<file path="src/rtl/debounce_if.sv">
// debounce_if: groups the switch input, settle-counter handshake, and filtered outputs of debounce_fsm
//   master: drives noisy_in, delay, clr_counts; observes the outputs
//   slave : the debouncer; receives the inputs and drives enable, clean_out, rise_pulse, fall_pulse, press_count, glitch_count
interface debounce_if #(parameter int CNT_W = 8);
  logic             noisy_in;
  logic             delay;
  logic             clr_counts;
  logic             enable;
  logic             clean_out;
  logic             rise_pulse;
  logic             fall_pulse;
  logic [CNT_W-1:0] press_count;
  logic [CNT_W-1:0] glitch_count;
  modport master (
    output noisy_in, delay, clr_counts,
    input  enable, clean_out, rise_pulse, fall_pulse, press_count, glitch_count
  );
  modport slave (
    input  noisy_in, delay, clr_counts,
    output enable, clean_out, rise_pulse, fall_pulse, press_count, glitch_count
  );
endinterface

</file>
<file path="src/rtl/debounce_fsm.sv">
// debounce_fsm: synchronises a raw switch, filters bounce against an external settle counter, reports clean level, edges and statistics
//   clk, rst   : clock and synchronous active-high reset
//   bus_if     : noisy_in, delay (counter terminal), clr_counts in; enable (to counter), clean_out,
//                rise_pulse, fall_pulse, press_count, glitch_count out
module debounce_fsm #(
  parameter int CNT_W       = 8,
  parameter int SYNC_STAGES = 2
) (
  input logic       clk,
  input logic       rst,
  debounce_if.slave bus_if
);
  typedef enum logic [1:0] {LOW = 2'd0, WAIT_H = 2'd1, HIGH = 2'd2, WAIT_L = 2'd3} state_e;
  localparam logic [CNT_W-1:0] ONE = CNT_W'(1);
  state_e                 state_q, state_d;
  logic [SYNC_STAGES-1:0] sync_q;
  logic                   sw, abort, rise_d, fall_d, clean_d;
  logic                   clean_q, rise_q, fall_q;
  logic [CNT_W-1:0]       press_q, press_d, glitch_q, glitch_d;
  assign sw = sync_q[SYNC_STAGES-1];
  // an abort (sw reverting) is checked before delay so it always wins the same cycle
  always_comb begin
    state_d = LOW;
    case (state_q)
      LOW:     state_d = sw ? WAIT_H : LOW;
      WAIT_H:  state_d = !sw ? LOW : bus_if.delay ? HIGH : WAIT_H;
      HIGH:    state_d = sw ? HIGH : WAIT_L;
      WAIT_L:  state_d = sw ? HIGH : bus_if.delay ? LOW : WAIT_L;
      default: state_d = LOW;
    endcase
  end
  assign abort    = (state_q == WAIT_H && !sw) || (state_q == WAIT_L && sw);
  assign rise_d   = state_q == WAIT_H && state_d == HIGH;
  assign fall_d   = state_q == WAIT_L && state_d == LOW;
  assign clean_d  = state_d == HIGH || state_d == WAIT_L;
  assign press_d  = bus_if.clr_counts ? '0 : (rise_d && press_q != '1) ? press_q + ONE : press_q;
  assign glitch_d = bus_if.clr_counts ? '0 : (abort && glitch_q != '1) ? glitch_q + ONE : glitch_q;
  always_ff @(posedge clk) begin
    if (rst) begin
      sync_q   <= '0;
      state_q  <= LOW;
      clean_q  <= 1'b0;
      rise_q   <= 1'b0;
      fall_q   <= 1'b0;
      press_q  <= '0;
      glitch_q <= '0;
    end else begin
      sync_q   <= {sync_q[SYNC_STAGES-2:0], bus_if.noisy_in};
      state_q  <= state_d;
      clean_q  <= clean_d;
      rise_q   <= rise_d;
      fall_q   <= fall_d;
      press_q  <= press_d;
      glitch_q <= glitch_d;
    end
  end
  // decoded from the state register so every WAIT exit gives the counter a cleared cycle
  assign bus_if.enable       = state_q == WAIT_H || state_q == WAIT_L;
  assign bus_if.clean_out    = clean_q;
  assign bus_if.rise_pulse   = rise_q;
  assign bus_if.fall_pulse   = fall_q;
  assign bus_if.press_count  = press_q;
  assign bus_if.glitch_count = glitch_q;
endmodule

</file>
<file path="src/flat_wrapper.sv">
// flat-port wrapper written by rule: the top's interface ports become plain ports
module debounce_fsm_flat 
#(
  parameter int CNT_W       = 8,
  parameter int SYNC_STAGES = 2
)
  (clk, rst, bus_if_noisy_in, bus_if_delay, bus_if_clr_counts, bus_if_enable, bus_if_clean_out, bus_if_rise_pulse, bus_if_fall_pulse, bus_if_press_count, bus_if_glitch_count);
  debounce_if #(.CNT_W(CNT_W)) bus_if_i ();
  input logic clk;
  input logic rst;
  input wire logic [$bits(bus_if_i.noisy_in)-1:0] bus_if_noisy_in;
  input wire logic [$bits(bus_if_i.delay)-1:0] bus_if_delay;
  input wire logic [$bits(bus_if_i.clr_counts)-1:0] bus_if_clr_counts;
  output wire logic [$bits(bus_if_i.enable)-1:0] bus_if_enable;
  output wire logic [$bits(bus_if_i.clean_out)-1:0] bus_if_clean_out;
  output wire logic [$bits(bus_if_i.rise_pulse)-1:0] bus_if_rise_pulse;
  output wire logic [$bits(bus_if_i.fall_pulse)-1:0] bus_if_fall_pulse;
  output wire logic [$bits(bus_if_i.press_count)-1:0] bus_if_press_count;
  output wire logic [$bits(bus_if_i.glitch_count)-1:0] bus_if_glitch_count;
  assign bus_if_i.noisy_in = bus_if_noisy_in;
  assign bus_if_i.delay = bus_if_delay;
  assign bus_if_i.clr_counts = bus_if_clr_counts;
  assign bus_if_enable = bus_if_i.enable;
  assign bus_if_clean_out = bus_if_i.clean_out;
  assign bus_if_rise_pulse = bus_if_i.rise_pulse;
  assign bus_if_fall_pulse = bus_if_i.fall_pulse;
  assign bus_if_press_count = bus_if_i.press_count;
  assign bus_if_glitch_count = bus_if_i.glitch_count;
  debounce_fsm #(.CNT_W(CNT_W), .SYNC_STAGES(SYNC_STAGES)) u_core (.clk(clk), .rst(rst), .bus_if(bus_if_i));
endmodule
</file>
<file path="config.mk">
export PLATFORM = sky130hd
export DESIGN_NAME = debounce_fsm_flat
export DESIGN_NICKNAME = d
export VERILOG_FILES = /design/src/rtl/debounce_if.sv /design/src/rtl/debounce_fsm.sv /design/src/flat_wrapper.sv
export SDC_FILE = /design/constraint.sdc
export NUM_CORES = 1
export LEC_CHECK = 0
export ABC_AREA = 1
export CAP_MARGIN = 20
export CORE_UTILIZATION = 44
export CTS_BUF_LIST = sky130_fd_sc_hd__clkbuf_8 sky130_fd_sc_hd__clkbuf_16
export DETAILED_ROUTE_END_ITERATION = 8
export GPL_ROUTABILITY_DRIVEN = 0
export PLACE_DENSITY = 0.77
export SYNTH_ARGS = -nofsm -noshare
export SYNTH_HDL_FRONTEND = slang
export SYNTH_SLANG_ARGS = --single-unit
</file>
<file path="constraint.sdc">
create_clock -name clk -period 1.3 [get_ports clk]
set_input_delay 0.195 -clock clk [delete_from_list [all_inputs] [get_ports clk]]
set_output_delay 0.195 -clock clk [all_outputs]
set_load 0.02 [all_outputs]
</file>
==> impl_results.md <==
- Initial DRC count: 45
- Die Footprint: roughly 2800 um2
- Main combinational cell family by area after synthesis: simple AND/OR/NAND/NOR gates
- Setup TNS: 0 ns
- Routed Antenna Nets: 0
- Status: finished clean
- Hold WS: 0.407 ns
- Aggregate global-route resource usage: roughly 22%
- Latest clock arrival within the worst-skew pair: 0.26 ns
- First-pass DRT Iterations: 4
- Mapped Area: 1130 um2
- Worst Skew: ~0.0023 ns
- Crit path launch: u_core.bus_if.press_count[1]
- Htree depth: 1
- Top cell type's share of synthesized area: about two fifths
- Final wirelength: approximately 2.9 mm
- Initial antenna violation count: 0
- Gr ovfl total: 0
- Vias in the first global route: 1,071
- Cells after Synth: about 160
- Multiplexer share of the synthesized area: 0%
- Synth Area in Simple Gates: 36.9%
- Reg2reg start: u_core.bus_if.press_count[4]
- # hold bufs at CTS: 0
- Root buffer cell: clkbuf_8
- Crit end category: output pin
- Die X: between 50 and 60 um
- Diodes inserted: 0
- Yosys top cell by area: dfxtp_1
- CTS clock-pin slew for the worst setup and hold paths: approximately 0.080 ns
- HP Class: reg2reg
- Hold Crit Start: u_core.sync_q[0]
- Minimum clock period: 1.27 ns
- Core ar.: 2320 um2
- DR vias: between 1,000 and 1,500
- Post-synthesis adder-cell area fraction: under 10%
- Post-synth EDFFs: 0
- Residual DRC: 0
- Synth unique cells: 23
- Total Nets Final: 218
- Initial Util: 48.7%
- Clk sinks: 23
- Fraction of registers with async set or reset after synthesis: 0%
- DP HPWL: 1.99 mm
- Yosys Warn Count: 0
- Setup violations, final: 0
- Longest Clk Path Bufs: 2
- Area fraction in compound gates after synthesis: between 7 and 8%
- Post-synthesis average cell area: 6.88 um2
- Most common cell in the synthesized netlist: nand2_1
- VDD IR max: 799 uV
- Worst path required time: 1.11 ns
- Relative slew margins: 83.2%
- CTS buffer count: 3
- Area contributors post-synth: dfxtp_1 (41%), nand2_1 (15%), nor2_1 (9.0%)
- Ports: 25
- PortBufs: 24
- Critical Path Start Type: flop
- Die outline height: about 53 um
- Pin count of the biggest net entering global routing: 13
- Post-synthesis sequential area ratio: 40.8%
- P&R area growth vs syn: 46.1%
- Pwr per Cell Area: roughly 740 nW/um2
- Crit share post-route: between 90 and 100%
- Final Max Tran Viols: 0
- # rows: 17
- FILL cells: 192
- Post-Syn Nets: about 170
- Share of cells above drive strength 1: 24.3%
- TritonCTS clock tree: done
- Most common library cells after synthesis: nand2_1 (45), nor2_1 (27), dfxtp_1 (23), inv_1 (14), nand3_1 (13)
- Main synth FF type: dfxtp_1
- Global-route wire length before repair: between 4 and 5 mm
- WL per Instance: about 12 um
- Max FO, Critical Path: 4
- Vias per inst: 5.04
- Seq cells post-synth: 23
- Critical Path AT: 1.07 ns
- Worst-Margin Slew: 0.251 ns
- Peak Freq: 788 MHz
- Final Util: a little under three quarters
- Cell leakage power: 0.727 nW
- Setup CP Type: reg2out
- Max_cap viols: 0
- Final Hold Fails: 0
- Post-Synth XOR/XNOR Area: 5.43%
-- sequential cells by signal, summed over array words and instances (netlist names) --
register                    count
u_core.bus_if.press_count       8
u_core.sync_q                   2
u_core.bus_if.glitch_count      8
u_core.bus_if.rise_pulse        1
u_core.bus_if.fall_pulse        1
u_core.bus_if.clean_out         1
u_core.state_q                  2
-- power by group --
part / switching (mW) / internal (mW)
Combinational: 0.0459 / 0.0363
Clock: 0.221 / 0.211
Sequential: 0.00582 / 0.704
Total: 0.273 / 0.951
-- through the flow --
stage	power, mW	instances	worst slack [ns]	cell area, um2
floorplan	0.767	164	0.0167	1150
global placement	0.805	231	-0.126	1540
detailed placement	0.807	231	-0.163	1540
CTS	1.23	235	0.000811	1570
global route	1.27	238	-0.0620	1650
finish	1.22	238	0.0314	1650
-- critical path, cell delays in order (launching register included) --
cell and delay [ns]:
dfxtp_4 0.37, buf_4 0.14, dlygate4sd2_1 0.31
-- area by class of cell --
| cell class | instances | area [um2] | area share [%] |
|---|---|---|---|
| multi-input cells | 120 | 641 | 38.8 |
| flip-flops and latches | 23 | 480 | 29.1 |
| repair buffers | 44 | 369 | 22.4 |
| inverters | 19 | 78.8 | 4.78 |
| clock buffers | 3 | 41.3 | 2.50 |
| well taps | 28 | 35.0 | 2.12 |
| clock inverters | 1 | 3.75 | 0.228 |
-- per-layer routing --
layer,up-vias,GRT usage (%),share of wire (%)
met2,31,40.9,52
met5,-,0,0
met1,539,25.9,43
met4,0,5.26,1.8
li1,619,-,-
met3,10,2.61,2.8
-- what timing repair did --
item	CTS	global route
resized for setup	21	18
pin swaps	1	5
setup endpoints to repair	29	14
buffers inserted	0	3
-- cell families (layout without fill, tap and decap cells) --
family                   Yosys count  after routing
AND/OR/NAND/NOR                   96             96
flip-flops                        23             23
buffers and inverters             21             67
AO/OA/AOI/OAI                     15             15
XOR/XNOR                           7              7
adder cells (fa/ha/maj)            2              2
-- final timing paths --
| kind | cells after the start | slack, ns | to |
|---|---|---|---|
| max | 2 | 0.03 | bus_if_press_count[1] |
| min | 2 | 0.41 | u_core.sync_q[1] |
| max reg2reg | 7 | 0.03 | u_core.bus_if.press_count[6] |
| min reg2reg | 2 | 0.41 | u_core.sync_q[1] |
-- placed cells by master, fill, tap and decap left out --
cell type         n
nand2_1          43
nor2_1           22
dlygate4sd2_1    20
buf_4            19
inv_1            15
dfxtp_1          15
nand3_1          13
a21oi_1           9
nor2_2            5
xor2_1            5
o21ai_1           4
clkdlybuf4s50_1   4
dfxtp_4           4
dfxtp_2           4
nand2_4           3
clkbuf_8          3
inv_2             2
nor2_4            2
nand2_2           2
nand4_1           2
xnor2_1           2
a211oi_1          2
inv_4             1
clkinv_1          1
nor3_4            1
nor3_2            1
clkinv_4          1
nor4_1            1
nor3_1            1
ha_2              1
ha_4              1
buf_6             1
No activity file was read; power rests on OpenSTA's default activity.
